[src/rtl/load_store_unit_if.sv]
// Memory bus between the load/store unit (master) and the data memory (slave).
// One request channel with a valid/ready handshake, plus a valid-only load response.
interface load_store_unit_if #(
  parameter int unsigned WIDTH = 32
);
  logic             req_valid_out;
  logic             req_ready_in;
  logic [WIDTH-1:0] req_addr_out;
  logic             req_we_out;
  logic [3:0]       req_be_out;
  logic [WIDTH-1:0] req_wdata_out;
  logic             rsp_valid_in;
  logic [WIDTH-1:0] rsp_rdata_in;

  modport master (
    output req_valid_out, req_addr_out, req_we_out, req_be_out, req_wdata_out,
    input  req_ready_in, rsp_valid_in, rsp_rdata_in
  );

  modport slave (
    input  req_valid_out, req_addr_out, req_we_out, req_be_out, req_wdata_out,
    output req_ready_in, rsp_valid_in, rsp_rdata_in
  );
endinterface

[src/rtl/load_store_unit.sv]
// MEM-stage load/store unit: validates the access, issues one bus request,
// stalls the pipeline until it completes, and sign/zero-extends load data.
module load_store_unit #(
  parameter int unsigned WIDTH = 32,
  parameter int unsigned INDEX = 5
) (
  input  logic             clk_in,
  input  logic             rst_in,
  input  logic             mem_read_in,
  input  logic             mem_write_in,
  input  logic [2:0]       funct3_in,
  input  logic [WIDTH-1:0] addr_in,
  input  logic [WIDTH-1:0] wdata_in,
  input  logic [INDEX-1:0] rd_in,
  load_store_unit_if.master bus,
  output logic [WIDTH-1:0] load_data_out,
  output logic [INDEX-1:0] rd_out,
  output logic             stall_out,
  output logic             err_out
);

  localparam int unsigned BYTES = WIDTH / 8;
  localparam int unsigned HALVES = WIDTH / 16;

  typedef enum logic [1:0] {IDLE, REQ, WAIT, DONE} state_e;

  state_e           state_q;
  logic             req_valid_q;
  logic             req_we_q;
  logic [3:0]       req_be_q;
  logic [WIDTH-1:0] req_addr_q;
  logic [WIDTH-1:0] req_wdata_q;
  logic [1:0]       off_q;
  logic [1:0]       size_q;
  logic             uns_q;
  logic [INDEX-1:0] rd_q;
  logic [WIDTH-1:0] load_data_q;
  logic [INDEX-1:0] rd_out_q;

  logic             access_c;
  logic             f3_ok_c;
  logic             align_ok_c;
  logic             illegal_c;
  logic             start_c;
  logic [3:0]       be_c;
  logic [WIDTH-1:0] wdata_c;
  logic [WIDTH-1:0] shifted_c;
  logic [WIDTH-1:0] load_c;

  // Access decode: legality, byte enables and lane-replicated store data
  always_comb begin
    access_c   = mem_read_in | mem_write_in;
    f3_ok_c    = 1'b0;
    align_ok_c = 1'b0;
    be_c       = 4'b0000;
    wdata_c    = wdata_in;
    if (mem_read_in) begin
      f3_ok_c = funct3_in inside {3'b000, 3'b001, 3'b010, 3'b100, 3'b101};
    end else begin
      f3_ok_c = funct3_in inside {3'b000, 3'b001, 3'b010};
    end
    case (funct3_in[1:0])
      2'b00: begin
        align_ok_c = 1'b1;
        be_c       = 4'b0001 << addr_in[1:0];
        wdata_c    = {BYTES{wdata_in[7:0]}};
      end
      2'b01: begin
        align_ok_c = ~addr_in[0];
        be_c       = 4'b0011 << addr_in[1:0];
        wdata_c    = {HALVES{wdata_in[15:0]}};
      end
      2'b10: begin
        align_ok_c = (addr_in[1:0] == 2'b00);
        be_c       = 4'b1111;
        wdata_c    = wdata_in;
      end
      default: begin
        align_ok_c = 1'b0;
        be_c       = 4'b0000;
        wdata_c    = wdata_in;
      end
    endcase
    illegal_c = access_c & ((mem_read_in & mem_write_in) | ~f3_ok_c | ~align_ok_c);
    start_c   = access_c & ~illegal_c;
  end

  // Load extraction from the response word using the offset captured at issue
  always_comb begin
    shifted_c = bus.rsp_rdata_in >> {off_q, 3'b000};
    case (size_q)
      2'b00:   load_c = {{(WIDTH-8){shifted_c[7] & ~uns_q}}, shifted_c[7:0]};
      2'b01:   load_c = {{(WIDTH-16){shifted_c[15] & ~uns_q}}, shifted_c[15:0]};
      default: load_c = shifted_c;
    endcase
  end

  // Access sequencer; request fields are frozen from issue until acceptance
  always_ff @(posedge clk_in) begin
    if (rst_in) begin
      state_q     <= IDLE;
      req_valid_q <= 1'b0;
      req_we_q    <= 1'b0;
      req_be_q    <= 4'b0000;
      req_addr_q  <= '0;
      req_wdata_q <= '0;
      off_q       <= 2'b00;
      size_q      <= 2'b00;
      uns_q       <= 1'b0;
      rd_q        <= '0;
      load_data_q <= '0;
      rd_out_q    <= '0;
    end else begin
      case (state_q)
        IDLE: begin
          if (start_c) begin
            state_q     <= REQ;
            req_valid_q <= 1'b1;
            req_addr_q  <= {addr_in[WIDTH-1:2], 2'b00};
            req_we_q    <= mem_write_in;
            req_be_q    <= be_c;
            req_wdata_q <= wdata_c;
            off_q       <= addr_in[1:0];
            size_q      <= funct3_in[1:0];
            uns_q       <= funct3_in[2];
            rd_q        <= rd_in;
          end
        end
        REQ: begin
          if (bus.req_ready_in) begin
            req_valid_q <= 1'b0;
            state_q     <= req_we_q ? DONE : WAIT;
          end
        end
        WAIT: begin
          if (bus.rsp_valid_in) begin
            load_data_q <= load_c;
            rd_out_q    <= rd_q;
            state_q     <= DONE;
          end
        end
        DONE: begin
          state_q <= IDLE;
        end
        default: begin
          state_q <= IDLE;
        end
      endcase
    end
  end

  // Stall and error are combinational so the pipeline freezes in the issuing cycle
  assign stall_out = ((state_q == IDLE) & start_c) | (state_q == REQ) | (state_q == WAIT);
  assign err_out   = (state_q == IDLE) & illegal_c;

  assign bus.req_valid_out = req_valid_q;
  assign bus.req_addr_out  = req_addr_q;
  assign bus.req_we_out    = req_we_q;
  assign bus.req_be_out    = req_be_q;
  assign bus.req_wdata_out = req_wdata_q;
  assign load_data_out     = load_data_q;
  assign rd_out            = rd_out_q;

endmodule

[src/flat_wrapper.sv]
// flat-port wrapper written by rule: the top's interface ports become plain ports
module load_store_unit_flat 
#(
  parameter int unsigned WIDTH = 32,
  parameter int unsigned INDEX = 5
)
  (clk_in, rst_in, mem_read_in, mem_write_in, funct3_in, addr_in, wdata_in, rd_in, load_data_out, rd_out, stall_out, err_out, bus_req_valid_out, bus_req_addr_out, bus_req_we_out, bus_req_be_out, bus_req_wdata_out, bus_req_ready_in, bus_rsp_valid_in, bus_rsp_rdata_in);
  load_store_unit_if #(.WIDTH(WIDTH)) bus_i ();
  input  logic clk_in;
  input  logic rst_in;
  input  logic mem_read_in;
  input  logic mem_write_in;
  input  logic [2:0] funct3_in;
  input  logic [WIDTH-1:0] addr_in;
  input  logic [WIDTH-1:0] wdata_in;
  input  logic [INDEX-1:0] rd_in;
  output logic [WIDTH-1:0] load_data_out;
  output logic [INDEX-1:0] rd_out;
  output logic stall_out;
  output logic err_out;
  output wire logic [$bits(bus_i.req_valid_out)-1:0] bus_req_valid_out;
  output wire logic [$bits(bus_i.req_addr_out)-1:0] bus_req_addr_out;
  output wire logic [$bits(bus_i.req_we_out)-1:0] bus_req_we_out;
  output wire logic [$bits(bus_i.req_be_out)-1:0] bus_req_be_out;
  output wire logic [$bits(bus_i.req_wdata_out)-1:0] bus_req_wdata_out;
  input wire logic [$bits(bus_i.req_ready_in)-1:0] bus_req_ready_in;
  input wire logic [$bits(bus_i.rsp_valid_in)-1:0] bus_rsp_valid_in;
  input wire logic [$bits(bus_i.rsp_rdata_in)-1:0] bus_rsp_rdata_in;
  assign bus_req_valid_out = bus_i.req_valid_out;
  assign bus_req_addr_out = bus_i.req_addr_out;
  assign bus_req_we_out = bus_i.req_we_out;
  assign bus_req_be_out = bus_i.req_be_out;
  assign bus_req_wdata_out = bus_i.req_wdata_out;
  assign bus_i.req_ready_in = bus_req_ready_in;
  assign bus_i.rsp_valid_in = bus_rsp_valid_in;
  assign bus_i.rsp_rdata_in = bus_rsp_rdata_in;
  load_store_unit #(.WIDTH(WIDTH), .INDEX(INDEX)) u_core (.clk_in(clk_in), .rst_in(rst_in), .mem_read_in(mem_read_in), .mem_write_in(mem_write_in), .funct3_in(funct3_in), .addr_in(addr_in), .wdata_in(wdata_in), .rd_in(rd_in), .bus(bus_i), .load_data_out(load_data_out), .rd_out(rd_out), .stall_out(stall_out), .err_out(err_out));
endmodule
[config.mk]
export PLATFORM = sky130hd
export DESIGN_NAME = load_store_unit_flat
export DESIGN_NICKNAME = d
export VERILOG_FILES = /design/src/rtl/load_store_unit_if.sv /design/src/rtl/load_store_unit.sv /design/src/flat_wrapper.sv
export SDC_FILE = /design/constraint.sdc
export NUM_CORES = 1
export LEC_CHECK = 0
export ABC_AREA = 1
export CORE_ASPECT_RATIO = 0.6
export CORE_MARGIN = 1.5
export CORE_UTILIZATION = 47
export DETAILED_ROUTE_END_ITERATION = 8
export PLACE_DENSITY = 0.9
export SLEW_MARGIN = 15
export SYNTH_ARGS = -nofsm -noshare
export SYNTH_HDL_FRONTEND = slang
export SYNTH_SLANG_ARGS = --single-unit
[constraint.sdc]
create_clock -name clk_in -period 2.8 [get_ports clk_in]
set_input_delay 0.28 -clock clk_in [delete_from_list [all_inputs] [get_ports clk_in]]
set_output_delay 0.28 -clock clk_in [all_outputs]
set_load 0.01 [all_outputs]
==> impl_metrics.env, run 1 <==
export IMPL_yosys_top_cells_area="dfxtp_1 43%, nand2_1 9.4%, a21oi_1 9.1%"
export IMPL_hold_viol=0
export IMPL_p_per_area_nw_per_um2=740
export IMPL_cp_slowest_cell="clkdlybuf4s50_1"
export IMPL_postCtsSetupBuffers=0
export IMPL_vias=5839
export IMPL_final_max_slew_violation_count=0
export IMPL_seq_area_frac_synth_pct=42.6
export IMPL_hp_class="reg2reg"
export IMPL_route_detailed_drc=0
export IMPL_max_stage_delay_ns=0.57
export IMPL_ir_drop_mv=0.491
export IMPL_critPathMaxFanout=4
export IMPL_p_leak_nw=3.49
export IMPL_cts_buffer_depth=2
export IMPL_synth_top_area_share_pct=42.6
export IMPL_numPortBuffers=216
export IMPL_placed_cells=1124
export IMPL_synth_cells=791
export IMPL_grt_pass1_vias=5319
export IMPL_drtIter0Drc=517
export IMPL_start_kind="flip-flop"
export IMPL_htreeDepth=4
export IMPL_max_freq_mhz=414
export IMPL_antenna_found_initial=0
export IMPL_postLayoutCoreUtil_pct=72.8
export IMPL_synth_distinct_cells=30
export IMPL_clk_pin_slew_ns=0.05
export IMPL_via_per_inst=5.06
export IMPL_period_minus_slack_ns=2.41
export IMPL_drtPass1Iterations=5
export IMPL_rr_worst_depth=8
export IMPL_nets=1096
export IMPL_ant_nets=0
export IMPL_grt_max_degree=154
export IMPL_rows=30
export IMPL_initial_utilization_pct=48.5
export IMPL_slew_headroom_pct=63.0
export IMPL_crit_chain="inv_1, ha_1, inv_1, nor2_1, a21boi_0, clkdlybuf4s50_1"
export IMPL_area_growth_pct=50.2
export IMPL_netlist_top_cell_by_area="dfxtp_1"
export IMPL_synth_area_sq_um=5490
export IMPL_cts_made_buffers=17
export IMPL_cts_root_buf="clkbuf_16"
export IMPL_grt_setup_unrepaired="false"
export IMPL_min_from="u_core.bus.req_wdata_out[22]"
export IMPL_die_area_sq_um=12400
export IMPL_critPathTopFamily="buffers and inverters"
export IMPL_crit_start="u_core.state_q[0]"
export IMPL_tightest_slew_ns=0.555
export IMPL_syn_area_per_cell_sq_um=6.95
export IMPL_timing_setup_tns_ns=0
export IMPL_wl_per_cell_um=14.7
export IMPL_fp_dieW_um=143
export IMPL_regToRegStartpoint="u_core.state_q[0]"
export IMPL_critPathBufInv=3
export IMPL_clk_latency_ns=0.41
export IMPL_fin_cells=1155
export IMPL_clkSinkCount=117
export IMPL_layout_drive_gt1_share_pct=5.33
export IMPL_die_h_um=86.7
export IMPL_end_kind="output pin"
export IMPL_cp_depth=6
export IMPL_drv_cap=0
export IMPL_routed_wl_mm=17.0
export IMPL_ys_ff_latch=117
export IMPL_fin_worst_skew_ns=0.00633
export IMPL_cts_hold_buffers=0
export IMPL_cts_tree="yes"
export IMPL_dp_hpwl_mm=11.9
export IMPL_required_ns=2.52
export IMPL_finalCritPeriodShare_pct=86.2
export IMPL_n_antenna_cell=0
export IMPL_status="complete, no violations"
export IMPL_grt_use_total_pct=27.5
export IMPL_cts_resized=0
export IMPL_yosysWarnings=0
export IMPL_grt_overflow_total=0
export IMPL_coreArea_sq_um=11300
export IMPL_worstSetupPathType="reg2out"
export IMPL_grt_pass1_wl_mm=26.5
export IMPL_hold_path_depth=2
export IMPL_gp_congestion=0.930
export IMPL_cp_arrival_ns=2.13
export IMPL_setup_violations=0
export IMPL_boundaryPins=219
export IMPL_cp_common_cell="inv_1"
[where the power goes]
group          total, mW  leakage (nW)  internal, mW  switching [mW]
Sequential          2.12         0.954          1.96           0.159
Combinational       1.86          2.26         0.905           0.953
Clock               2.13         0.278          1.37           0.762
Total               6.11          3.49          4.23            1.87
[layer usage]
metal  global-route usage (%)  wire length, um  vias to the layer above
met5                        0                0                        -
met2                     41.9             7350                      288
met1                     35.5             7320                     2607
met4                     10.2              280                        0
li1                         -                -                     2919
met3                     10.3             2010                       25
[stage by stage]
step / setup WS [ns] / hold slack [ns] / area [sq um] / power, mW
CTS: 0.375 / 0.442 / 8250 / 6.13
floorplan: 1.18 / 0.430 / 5500 / 3.08
finish: 0.387 / 0.440 / 8250 / 6.11
global route: 0.256 / 0.460 / 8250 / 6.41
global placement: 0.656 / 0.430 / 7670 / 3.95
detailed placement: 0.593 / 0.433 / 7670 / 3.99
[area by class of cell]
class	instances	area [sq um]
sequential	117	2340
clock buffer	22	474
inverter	134	503
timing repair buffer	228	2290
fill	898	3080
tap	160	200
multi-input combinational	485	2340
clock inverter	9	103
[Yosys cell counts]
master and instances:
clkinv_1 2, nand3_1 33, nor3_1 1, clkbuf_2 6, buf_2 10, a21oi_1 100, nor2_2 2, a21o_1 7
a21boi_0 1, o22ai_1 1, o21ai_1 1, inv_2 5, inv_1 127, ha_1 3, a31oi_1 16, o31ai_1 7
nand2_1 137, o211ai_2 1, conb_1 1, buf_6 8, nand4_2 1, nand3_4 1, clkbuf_1 26, buf_4 6
o21ai_0 97, o21bai_1 1, o211ai_1 15, dfxtp_1 117, nor2_1 57, nor2_4 1
[tightest hold or removal path: stages, from the launching register on]
cell     delay, ns
dfxtp_1       0.30
inv_1         0.05
a21oi_1       0.05
[logic make-up (layout without fill, tap and decap cells)]
kind of cell    Yosys count  after routing  synth area share, %
compound gates          247            247                 24.4
fa+ha+maj                 3              3                0.683
buf+inv                 190            393                 14.8
flops                   117            117                 42.6
other cells               1              2               0.0683
simple gates            233            233                 17.3
[flip-flops by register name, indices dropped and copies added (netlist names), 4 cells and up]
signal	cells
u_core.bus.req_be_out	4
u_core.rd_out	5
u_core.rd_q	5
u_core.bus.req_wdata_out	32
u_core.bus.req_addr_out	30
u_core.load_data_out	32
[worst paths after layout]
path | slack (ns) | endpoint
setup / recovery | 0.39 | err_out
hold / removal | 0.44 | u_core.bus.req_wdata_out[22]
setup reg to reg | 0.88 | u_core.load_data_out[14]
hold reg to reg | 0.44 | u_core.bus.req_wdata_out[22]
[placed cells by master (no fill, tap or decap), drive strengths merged, types with 2 or more instances in the layout]
master	n
clkdlybuf4s50	216
nand2	137
buf	12
clkbuf	22
ha	3
o31ai	7
a21o	7
o21ai	98
clkinv	6
nand3	34
a31oi	16
bufinv	2
o211ai	16
dfxtp	117
nor2	60
conb	2
clkinvlp	3
a21oi	100
inv	132
(Power assumes the default switching activity.)
==> run 2, diff against run 1 <==
CORE_UTILIZATION = 60   (was 47)
DONT_BUFFER_PORTS = 1   (was default)
PLACE_DENSITY = 0.8   (was 0.9)
TNS_END_PERCENT = 10   (was default)
==> impl_metrics.env, run 2 (synthesis gave the netlist of run 1 again) <==
export IMPL_nets=881
export IMPL_drtIter0Drc=494
export IMPL_status="complete, no violations"
export IMPL_cts_hold_buffers=1
export IMPL_initial_utilization_pct=63.3
export IMPL_vias=5121
export IMPL_rr_endpoint="u_core.bus.req_wdata_out[7]"
export IMPL_grt_overflow_total=0
export IMPL_clk_pin_slew_ns=0.06
export IMPL_cp_arrival_ns=2.26
export IMPL_slew_headroom_pct=62.7
export IMPL_hold_path_depth=3
export IMPL_cp_slowest_cell="nand3_4"
export IMPL_grt_use_total_pct=32.5
export IMPL_routed_wl_mm=15.4
export IMPL_tightest_slew_ns=0.559
export IMPL_mostFrequentLayoutCell="nand2_1"
export IMPL_die_area_sq_um=9760
export IMPL_route_detailed_drc=0
export IMPL_ant_nets=0
export IMPL_hp_class="in2reg"
export IMPL_hold_viol=0
export IMPL_max_freq_mhz=394
export IMPL_fin_worst_skew_ns=0.00637
export IMPL_start_kind="flip-flop"
export IMPL_gp_congestion=0.920
export IMPL_drtPass1Iterations=6
export IMPL_p_per_area_nw_per_um2=903
export IMPL_fp_dieW_um=127
export IMPL_postCtsSetupBuffers=0
export IMPL_htreeDepth=4
export IMPL_cts_tree="yes"
export IMPL_critPathMaxFanout=62
export IMPL_worstSetupPathType="reg2out"
export IMPL_grt_pass1_wl_mm=24.6
export IMPL_min_from="rst_in"
export IMPL_hold_end="u_core.load_data_out[21]"
export IMPL_ir_drop_mv=0.592
export IMPL_wl_per_cell_um=17.3
export IMPL_die_h_um=77.1
export IMPL_layout_drive_gt1_share_pct=6.91
export IMPL_p_leak_nw=2.70
export IMPL_max_stage_delay_ns=0.36
export IMPL_via_per_inst=5.73
export IMPL_finalCritPeriodShare_pct=90.7
export IMPL_coreArea_sq_um=8690
export IMPL_clk_latency_ns=0.42
export IMPL_placed_cells=860
export IMPL_antenna_found_initial=0
export IMPL_cts_buffer_depth=2
export IMPL_rows=26
export IMPL_final_max_slew_violation_count=0
export IMPL_dp_hpwl_mm=10.9
export IMPL_numPortBuffers=0
export IMPL_cts_root_buf="clkbuf_16"
export IMPL_setup_violations=0
export IMPL_r2r_setup_slack_ns=0.67
export IMPL_timing_setup_tns_ns=0
export IMPL_period_minus_slack_ns=2.54
export IMPL_grt_setup_unrepaired="false"
export IMPL_clkSinkCount=117
export IMPL_required_ns=2.52
export IMPL_cp_common_cell="inv_1"
export IMPL_fin_cells=893
export IMPL_n_antenna_cell=0
export IMPL_critPathBufInv=3
export IMPL_cts_made_buffers=17
export IMPL_grt_max_degree=96
export IMPL_rr_worst_depth=8
export IMPL_area_growth_pct=9.70
export IMPL_fill_cells=673
export IMPL_final_cell_mix="137 x nand2_1, 126 x inv_1, 117 x dfxtp_1"
export IMPL_crit_chain="inv_1, ha_1, inv_1, nor2_1, nand3_4, buf_12, nand3_1"
export IMPL_boundaryPins=219
export IMPL_critPathTopFamily="simple AND/OR/NAND/NOR gates"
export IMPL_drv_cap=0
export IMPL_regToRegStartpoint="u_core.state_q[0]"
export IMPL_end_kind="output pin"
export IMPL_cts_resized=0
export IMPL_grt_pass1_vias=4863
run 2: cell count changes in the layout (fill, tap and decap cells not counted):
| cell | change |
|---|---|
| buf_12 | -1 |
| clkbuf_8 | -2 |
| clkinv_4 | +3 |
| buf_4 | +1 |
| clkinvlp_4 | -1 |
| inv_6 | +1 |
| dlygate4sd3_1 | +1 |
| clkdlybuf4s50_1 | -216 |
run 2: where the power goes:
group	switching, mW	total [mW]	internal, mW
registers	0.347	2.31	1.96
clock network	0.793	2.12	1.33
logic	0.671	1.01	0.340
run 2: worst max-delay path by stage:
stage                     slack, ns                       end  depth (start not counted)              start
after floorplan                1.18                 stall_out                          8  u_core.state_q[0]
after global placement         0.85  u_core.load_data_out[19]                          6    u_core.off_q[0]
after detailed placement       0.79                 stall_out                          7  u_core.state_q[0]
after CTS                      0.27                 stall_out                          7  u_core.state_q[0]
after global routing           0.11                 stall_out                          7  u_core.state_q[0]
final                          0.26                 stall_out                          7  u_core.state_q[0]
run 2: area by class of cell:
type | count | area [sq um] | share of cell area (%)
multi-input combinational | 485 | 2340 | 38.8
timing repair buffer | 13 | 125 | 2.08
inverter | 134 | 503 | 8.35
sequential | 117 | 2340 | 38.9
tap | 112 | 140 | 2.33
clock inverter | 12 | 130 | 2.16
clock buffer | 20 | 447 | 7.41
run 2: tightest hold or removal path, cell delays in order:
cell	delay, ns
nor2_1	0.02
nand2_1	0.05
inv_1	0.03
run 2: layer usage:
metal / GRT usage [%] / up-vias / part of all wire, %
li1: - / 2490 / -
met1: 40.3 / 2333 / 41
met2: 51.0 / 276 / 45
met3: 13.7 / 22 / 13
met4: 11.0 / 0 / 1.2
met5: 0 / - / 0
run 2: metrics by stage:
step	instance area [sq um]	hold WS, ns	power [mW]	utilization (%)	setup slack, ns
5_1_grt	6030	0.00836	5.73	69.4	0.110
6_report	6030	0.0138	5.44	69.4	0.260
3_5_place_dp	5440	0.421	3.32	62.6	0.789
2_1_floorplan	5500	0.430	3.08	-	1.18
3_3_place_gp	5440	0.422	3.26	62.6	0.853
4_1_cts	6030	0.00125	5.44	69.4	0.274
==> run 3, diff against run 2 <==
CORE_UTILIZATION = 50   (was 60)
PLACE_DENSITY = 0.69   (was 0.8)
==> impl_metrics.env, run 3 (synthesis gave the netlist of run 1 again) <==
export IMPL_boundaryPins=219
export IMPL_postCtsSetupBuffers=0
export IMPL_route_detailed_drc=0
export IMPL_p_leak_nw=2.69
export IMPL_rr_endpoint="u_core.bus.req_addr_out[27]"
export IMPL_grt_pass1_wl_mm=23.5
export IMPL_r2r_setup_slack_ns=0.71
export IMPL_status="complete, no violations"
export IMPL_via_per_inst=5.43
export IMPL_clk_pin_slew_ns=0.06
export IMPL_critPathMaxFanout=36
export IMPL_dp_hpwl_mm=10.8
export IMPL_die_area_sq_um=11600
export IMPL_gp_congestion=0.935
export IMPL_grt_setup_unrepaired="false"
export IMPL_area_growth_pct=10.5
export IMPL_routed_wl_mm=14.9
export IMPL_die_h_um=84.2
export IMPL_grt_max_degree=91
export IMPL_cts_resized=0
export IMPL_period_minus_slack_ns=2.44
export IMPL_p_per_area_nw_per_um2=910
export IMPL_initial_utilization_pct=51.7
export IMPL_clkSinkCount=117
export IMPL_mostFrequentLayoutCell="nand2_1"
export IMPL_regToRegStartpoint="u_core.state_q[0]"
export IMPL_cp_arrival_ns=2.16
export IMPL_endpoint="stall_out"
export IMPL_grt_pass1_vias=4562
export IMPL_drv_cap=0
export IMPL_max_freq_mhz=409
export IMPL_rows=29
export IMPL_vias=4967
export IMPL_start_kind="flip-flop"
export IMPL_grt_use_total_pct=25.4
export IMPL_clk_latency_ns=0.40
export IMPL_ir_drop_mv=0.587
export IMPL_tightest_slew_ns=0.679
export IMPL_cts_tree="yes"
export IMPL_cts_hold_buffers=0
export IMPL_nets=877
export IMPL_coreArea_sq_um=10600
export IMPL_hp_class="in2reg"
export IMPL_fin_worst_skew_ns=0.0112
export IMPL_cts_root_buf="clkbuf_16"
export IMPL_rr_worst_depth=8
export IMPL_final_max_slew_violation_count=0
export IMPL_antenna_found_initial=0
export IMPL_numPortBuffers=0
export IMPL_holdWs_ns=0.0319
export IMPL_postLayoutCoreUtil_pct=57.1
export IMPL_slew_headroom_pct=54.7
export IMPL_hold_viol=0
export IMPL_crit_start="u_core.state_q[0]"
export IMPL_drtIter0Drc=347
export IMPL_final_cell_mix="137 x nand2_1, 126 x inv_1, 117 x dfxtp_1"
export IMPL_htreeDepth=4
export IMPL_wl_per_cell_um=16.3
export IMPL_finalCritPeriodShare_pct=87.3
export IMPL_cts_made_buffers=17
export IMPL_ant_nets=0
export IMPL_fp_dieW_um=138
export IMPL_required_ns=2.52
export IMPL_timing_setup_tns_ns=0
export IMPL_setup_violations=0
export IMPL_worstSetupPathType="reg2out"
export IMPL_n_antenna_cell=0
export IMPL_layout_drive_gt1_share_pct=6.70
export IMPL_cts_buffer_depth=2
export IMPL_drtPass1Iterations=7
export IMPL_end_kind="output pin"
export IMPL_grt_overflow_total=0
-- run 3: changes by cell type in the layout (fill, tap and decap cells not counted) --
cell / change
dlygate4sd3_1: -1
clkinvlp_4: +2
clkbuf_8: +2
buf_4: -3
bufinv_16: +1
clkbuf_1: -2
clkinv_2: -3
inv_6: -1
-- run 3: report_power, final --
group          internal, mW  total (mW)  switching (mW)  leakage, nW
Combinational         0.330       0.981           0.650         1.44
Sequential             1.96        2.30           0.340        0.954
Clock                  1.47        2.24           0.771        0.290
-- run 3: routing by layer --
metal	vias up	share of wire (%)	GRT usage (%)	wire length (um)
met5	-	0	0	0
met3	25	12	11.5	1840
met4	0	1.5	9.19	226
li1	2484	-	-	-
met2	265	42	36.7	6260
met1	2193	44	33.5	6590
-- run 3: worst min path at each step --
stage	start	cells past startpoint	endpoint	slack [ns]
after floorplan	u_core.rd_q[0]	2	u_core.rd_out[0]	0.43
after global placement	funct3_in[1]	2	u_core.bus.req_be_out[0]	0.42
after detailed placement	funct3_in[1]	2	u_core.bus.req_be_out[0]	0.43
after CTS	rst_in	3	u_core.load_data_out[17]	0.02
after global routing	rst_in	3	u_core.load_data_out[22]	0.02
final	rst_in	3	u_core.load_data_out[16]	0.03
-- run 3: worst max-delay path, cell delays in order (launching register included) --
cell     delay [ns]
dfxtp_1        0.33
inv_1          0.13
ha_1           0.22
inv_1          0.05
nor2_1         0.20
nand3_4        0.33
buf_4          0.35
nand3_1        0.16
-- run 3: area by class of cell --
class / instances / area, sq um
fill: 993 / 4560
sequential: 117 / 2340
multi-input combinational: 485 / 2340
inverter: 134 / 503
clock buffer: 20 / 467
tap: 139 / 174
clock inverter: 11 / 151
timing repair buffer: 9 / 92.6
-- run 3: stage by stage --
step	area [sq um]	power, mW	setup WS (ns)	instances
2_1_floorplan	5500	3.08	1.18	792
3_3_place_gp	5450	3.25	0.848	884
3_5_place_dp	5450	3.30	0.729	884
4_1_cts	6070	5.54	0.336	915
5_1_grt	6070	5.82	0.210	915
6_report	6070	5.52	0.356	915
